--- src/rtl/alu_exe_stage.sv ---
// alu_exe_stage: registered ARM data-processing execute stage with NZCV flags and a valid/ready result slot
module alu_exe_stage #(
  parameter logic [3:0] FLAGS_RESET = 4'b0000
) (
  input  logic        CLK,
  input  logic        RST,
  input  logic        FLUSH,
  input  logic        IN_VALID,
  output logic        IN_READY,
  input  logic [31:0] OPCODE,
  input  logic [31:0] INA,
  input  logic [31:0] SFT_OUT,
  input  logic        SFT_COUT,
  output logic        OUT_VALID,
  input  logic        OUT_READY,
  output logic [31:0] RESULT,
  output logic        WB_EN,
  output logic [3:0]  RD,
  output logic [3:0]  FLAGS
);
  logic [3:0]  cond, op;
  logic        s, n_f, z_f, c_f, v_f;
  logic        pass, accept, logical, test;
  logic [31:0] x, y, r;
  logic        cin;
  logic [32:0] sum;
  logic        n_n, z_n, c_n, v_n;

  assign cond = OPCODE[31:28];
  assign op   = OPCODE[24:21];
  assign s    = OPCODE[20];
  assign {n_f, z_f, c_f, v_f} = FLAGS;
  assign IN_READY = !FLUSH && (!OUT_VALID || OUT_READY);
  assign accept   = IN_VALID && IN_READY;
  assign logical  = op inside {4'h0, 4'h1, 4'h8, 4'h9, 4'hC, 4'hD, 4'hE, 4'hF};
  assign test     = op[3:2] == 2'b10;

  always_comb begin
    case (cond)
      4'h0: pass = z_f;
      4'h1: pass = !z_f;
      4'h2: pass = c_f;
      4'h3: pass = !c_f;
      4'h4: pass = n_f;
      4'h5: pass = !n_f;
      4'h6: pass = v_f;
      4'h7: pass = !v_f;
      4'h8: pass = c_f && !z_f;
      4'h9: pass = !c_f || z_f;
      4'hA: pass = n_f == v_f;
      4'hB: pass = n_f != v_f;
      4'hC: pass = !z_f && (n_f == v_f);
      4'hD: pass = z_f || (n_f != v_f);
      4'hE: pass = 1'b1;
      default: pass = 1'b0;
    endcase
  end

  // Subtractions are folded into an adder with an inverted operand and carry-in
  always_comb begin
    x = INA;
    y = SFT_OUT;
    cin = 1'b0;
    case (op)
      4'h2, 4'hA: begin y = ~SFT_OUT; cin = 1'b1; end
      4'h3: begin x = SFT_OUT; y = ~INA; cin = 1'b1; end
      4'h5: cin = c_f;
      4'h6: begin y = ~SFT_OUT; cin = c_f; end
      4'h7: begin x = SFT_OUT; y = ~INA; cin = c_f; end
      default: ;
    endcase
  end

  assign sum = {1'b0, x} + {1'b0, y} + {32'b0, cin};

  always_comb begin
    case (op)
      4'h0, 4'h8: r = INA & SFT_OUT;
      4'h1, 4'h9: r = INA ^ SFT_OUT;
      4'hC: r = INA | SFT_OUT;
      4'hD: r = SFT_OUT;
      4'hE: r = INA & ~SFT_OUT;
      4'hF: r = ~SFT_OUT;
      default: r = sum[31:0];
    endcase
  end

  assign n_n = r[31];
  assign z_n = r == 32'h0;
  assign c_n = logical ? SFT_COUT : sum[32];
  assign v_n = logical ? v_f : (x[31] == y[31]) && (r[31] != x[31]);

  always_ff @(posedge CLK) begin
    if (RST) begin
      OUT_VALID <= 1'b0;
      RESULT    <= 32'h0;
      WB_EN     <= 1'b0;
      RD        <= 4'h0;
      FLAGS     <= FLAGS_RESET;
    end else if (FLUSH) begin
      OUT_VALID <= 1'b0;
    end else if (accept) begin
      OUT_VALID <= 1'b1;
      RESULT    <= pass ? r : 32'h0;
      WB_EN     <= pass && !test;
      RD        <= OPCODE[15:12];
      if (pass && s) FLAGS <= {n_n, z_n, c_n, v_n};
    end else if (OUT_READY) begin
      OUT_VALID <= 1'b0;
    end
  end
endmodule

--- config.mk ---
export PLATFORM = sky130hd
export DESIGN_NAME = alu_exe_stage
export DESIGN_NICKNAME = d
export VERILOG_FILES = /design/src/rtl/alu_exe_stage.sv
export SDC_FILE = /design/constraint.sdc
export NUM_CORES = 1
export LEC_CHECK = 0
export BUFFER_PORTS_ARGS = -buffer_cell sky130_fd_sc_hd__buf_2
export CORE_ASPECT_RATIO = 1.4
export CORE_MARGIN = 1.5
export CORE_UTILIZATION = 60
export CTS_CLUSTER_SIZE = 24
export DETAILED_ROUTE_END_ITERATION = 16
export GPL_ROUTABILITY_DRIVEN = 0
export PLACE_DENSITY = 0.95
export SETUP_SLACK_MARGIN = 0.2
export SLEW_MARGIN = 0
export SYNTH_ARGS = -nofsm -noshare
export SYNTH_HDL_FRONTEND = slang
export SYNTH_SLANG_ARGS = --single-unit
--- constraint.sdc ---
create_clock -name CLK -period 18.7 [get_ports CLK]
set_clock_uncertainty 0.2 [all_clocks]
set_input_delay 3.74 -clock CLK [delete_from_list [all_inputs] [get_ports CLK]]
set_output_delay 3.74 -clock CLK [all_outputs]
set_load 0.005 [all_outputs]
==> out/qor.yml <==
status: "complete, no violations"
drt_pre_antenna_iters: 7
cts.reportedPaths.clkPinSlew_ns: 0.06
worst_slew_margin_rel_pct: 25.7
cpPeakStageDelay_ns: 0.66
core.rowCount: 46
root_buffer: "sky130_fd_sc_hd__clkbuf_16"
setup_viol: 0
max_slew.worst_pin.slew_ns: 1.11
syn_area_per_cell_um2: 6.44
dp_cells: 1283
cp-end-kind: "register"
dieArea_mm2: 0.0122
grt-busiest-layer: "met2"
yosysTopAreaCellShare_pct: 12.1
worstPathArrival_ns: 9.30
grt_use_met2_pct: 65.4
postCtsSetupBuffers: 0
synthesis.nets: 1245
grt_util_met3_pct: 7.23
grt_first_pass_wirelength_um: 37500
seq_area_um2: 841
synth_common_cells: "sky130_fd_sc_hd__nand2_1 (149), sky130_fd_sc_hd__o21ai_0 (130), sky130_fd_sc_hd__nor2_1 (85)"
drt-vias-per-instance: 6.66
synth_async_sr_flop_share_pct: 0
worst_path_dominant_cell_family: "compound AO/OA/AOI/OAI gates"
groute.usage.overall_pct: 38.3
synth_flop_cell: "sky130_fd_sc_hd__dfxtp_1"
pre_cts_ws_ns: 9.33
detailed_place_hpwl_um: 16800
synth_seq_cells: 42
nNetsFinal: 1313
cts_tree: "built"
clkSinkCount: 42
number_of_antenna_violating_nets_in_the_routed_design: 0
post_route_cells_drive_above_1_share_pct: 14.1
synth_sequential_area_ratio_pct: 12.1
crit_required_ns: 18.73
routed_wl_um: 23700
io-pin-count: 145
hold_fix_buffers_cts: 0
synth_edf_count: 0
n_fill_cell: 995
hold_violations: 0
multi_input_area_mm2: 0.00551
p_per_area_mw_per_mm2: 59.1
yosys_warnings: 0
globalRouteMet1Util_pct: 41.1
fmaxAchievable_ghz: 0.108
setup_slack_after_layout_ns: 9.42
yosys.cell_count.top_type: "sky130_fd_sc_hd__nand2_1"
grt_max_degree: 67
final.period_utilization_pct: 49.6
cts-buffers-inserted: 5
drt-initial-drc-count: 1041
ctsLongestPathBuffers: 2
grt_setup_unrepaired: "no"
start_kind: "input pin"
netlist-cell-type-count: 77
vias_in_the_first_global_route: 8021
power_leakage_nw: 3.59
final-instance-count-excl-fill: 1291
timing.critical_path.buf_inv: 2
period_minus_slack_ns: 9.28
ir_worst_vdd_mv: 0.0398
globalRouteOverflowTotal: 0
wire_per_inst_um: 18.3
hold_class: "register to register"
grt_antenna_before_repair: 1
post-route-drc-count: 0
start_util_pct: 61.5
placeableCoreArea_mm2: 0.0113
postSynthCellCount: 1078
maxSlewViolCount: 0
antennaDiodeCount: 0
crit_path_top_delay_cell: "sky130_fd_sc_hd__buf_2"
worstPathCellList: "buf_2 -> nand3_2 -> o21ai_2 -> buf_4 -> nand2_1 -> o21ai_0 -> o21ai_0 -> ha_1 -> a2111o_1 -> a21oi_1 -> o31a_1 -> o21ai_1 -> o41a_1 -> mux2i_1 -> o311ai_0 -> nor4_1 -> nand4_1 -> nand2_1"
clk_latency_ns: 0.28
areaGrowthSynthToFinish_pct: 11.6
port_buffers: 125
ctsResizeCount: 0
crit_type: "input pin to register"
max_fanout_on_critical_path: 44
netlist_top_cells_area: "sky130_fd_sc_hd__dfxtp_1 (12%), sky130_fd_sc_hd__ha_1 (11%), sky130_fd_sc_hd__o21ai_0 (9.4%), sky130_fd_sc_hd__nand2_1 (8.1%), sky130_fd_sc_hd__a21oi_1 (5.0%)"
final.setup.tns_ns: 0
die_w_um: 93.9
clock_tree.htree_level_count: 2
total_number_of_vias: 8601
synth_top_area_cell: "sky130_fd_sc_hd__dfxtp_1"
synth.cell_area_mm2: 0.00694
floorplan.die.height_um: 130
maxCapViolations: 0
[state kept, by name, indices dropped and copies added (netlist names)]
name,flops
RESULT,32
RD,4
WB_EN,1
FLAGS,4
OUT_VALID,1
[cell families (layout without fill, tap and decap cells)]
kind of cell | after synthesis | in the layout | synth area share [%]
AO/OA/AOI/OAI | 387 | 387 | 35.8
XOR/XNOR | 36 | 36 | 4.54
adder cells (fa/ha/maj) | 65 | 65 | 11.9
buffers and inverters | 158 | 227 | 8.67
flip-flops | 42 | 42 | 12.1
multiplexers | 11 | 11 | 1.62
AND/OR/NAND/NOR | 379 | 379 | 25.3
[cell usage in the layout, fill, tap and decap left out, types with 9 or more instances in the layout]
cell	n
sky130_fd_sc_hd__nand2_1	149
sky130_fd_sc_hd__o21ai_0	130
sky130_fd_sc_hd__buf_2	125
sky130_fd_sc_hd__nor2_1	84
sky130_fd_sc_hd__inv_1	81
sky130_fd_sc_hd__a21oi_1	69
sky130_fd_sc_hd__ha_1	63
sky130_fd_sc_hd__dfxtp_1	42
sky130_fd_sc_hd__a22oi_1	36
sky130_fd_sc_hd__nor3_1	30
sky130_fd_sc_hd__nand3_1	28
sky130_fd_sc_hd__xnor2_1	27
sky130_fd_sc_hd__o22ai_1	22
sky130_fd_sc_hd__a21o_1	13
sky130_fd_sc_hd__nor2b_1	12
sky130_fd_sc_hd__buf_4	12
sky130_fd_sc_hd__a31oi_1	11
sky130_fd_sc_hd__xor2_1	9
sky130_fd_sc_hd__nand4_1	9
sky130_fd_sc_hd__a211o_1	9
sky130_fd_sc_hd__mux2i_1	9
[layer usage]
| layer | vias up | routed length, um |
|---|---|---|
| li1 | 4043 | - |
| met1 | 3847 | 8080 |
| met2 | 551 | 11200 |
| met3 | 160 | 2430 |
| met4 | 0 | 1910 |
| met5 | - | 0 |
[through the flow]
stage                     utilization, %  hold slack [ns]  total power [W]  instance area (um^2)
after global placement              67.0            0.239         0.000330                  7550
after floorplan                        -            0.248         0.000269                  6940
final                               68.7            0.249         0.000458                  7750
after CTS                           68.7            0.253         0.000449                  7750
after global routing                68.7            0.279         0.000484                  7750
after detailed placement            67.0            0.245         0.000337                  7550
[power breakdown]
group,switching [W],internal (W)
clock,0.0000357,0.0000767
combinational,0.000156,0.0000929
sequential,0.00000251,0.0000938
[final cells by class]
type | count | area share [%]
Multi-Input combinational cell | 878 | 71.1
Sequential cell | 42 | 10.9
Timing Repair Buffer | 137 | 9.24
Inverter | 82 | 3.97
Tap cell | 144 | 2.33
Clock buffer | 5 | 1.61
Clock inverter | 3 | 0.888
[final timing paths]
check                             start                    end  slack (ns)  cells past startpoint
hold / removal       RD[2]$_SDFFE_PP0P_     RD[2]$_SDFFE_PP0P_        0.25                      2
hold reg to reg      RD[2]$_SDFFE_PP0P_     RD[2]$_SDFFE_PP0P_        0.25                      2
setup reg to reg  FLAGS[1]$_SDFFE_PP0P_  FLAGS[2]$_SDFFE_PP0P_       13.87                     15
setup / recovery             OPCODE[21]  FLAGS[2]$_SDFFE_PP0P_        9.42                     18
[worst register-to-register path: stages (launching register included)]
cell                       delay, ns
sky130_fd_sc_hd__dfxtp_1        0.56
sky130_fd_sc_hd__a21boi_0       0.16
sky130_fd_sc_hd__o22ai_1        0.23
sky130_fd_sc_hd__fa_1           0.27
sky130_fd_sc_hd__inv_1          0.08
sky130_fd_sc_hd__fa_1           0.46
sky130_fd_sc_hd__and2b_1        0.25
sky130_fd_sc_hd__o221ai_2       0.17
sky130_fd_sc_hd__o311ai_4       0.43
sky130_fd_sc_hd__o211ai_2       0.13
sky130_fd_sc_hd__and4_1         0.21
sky130_fd_sc_hd__or3_1          0.44
sky130_fd_sc_hd__or4_1          0.56
sky130_fd_sc_hd__nor4_1         0.38
sky130_fd_sc_hd__nand4_1        0.15
sky130_fd_sc_hd__nand2_1        0.10
(Power assumes the default switching activity.)
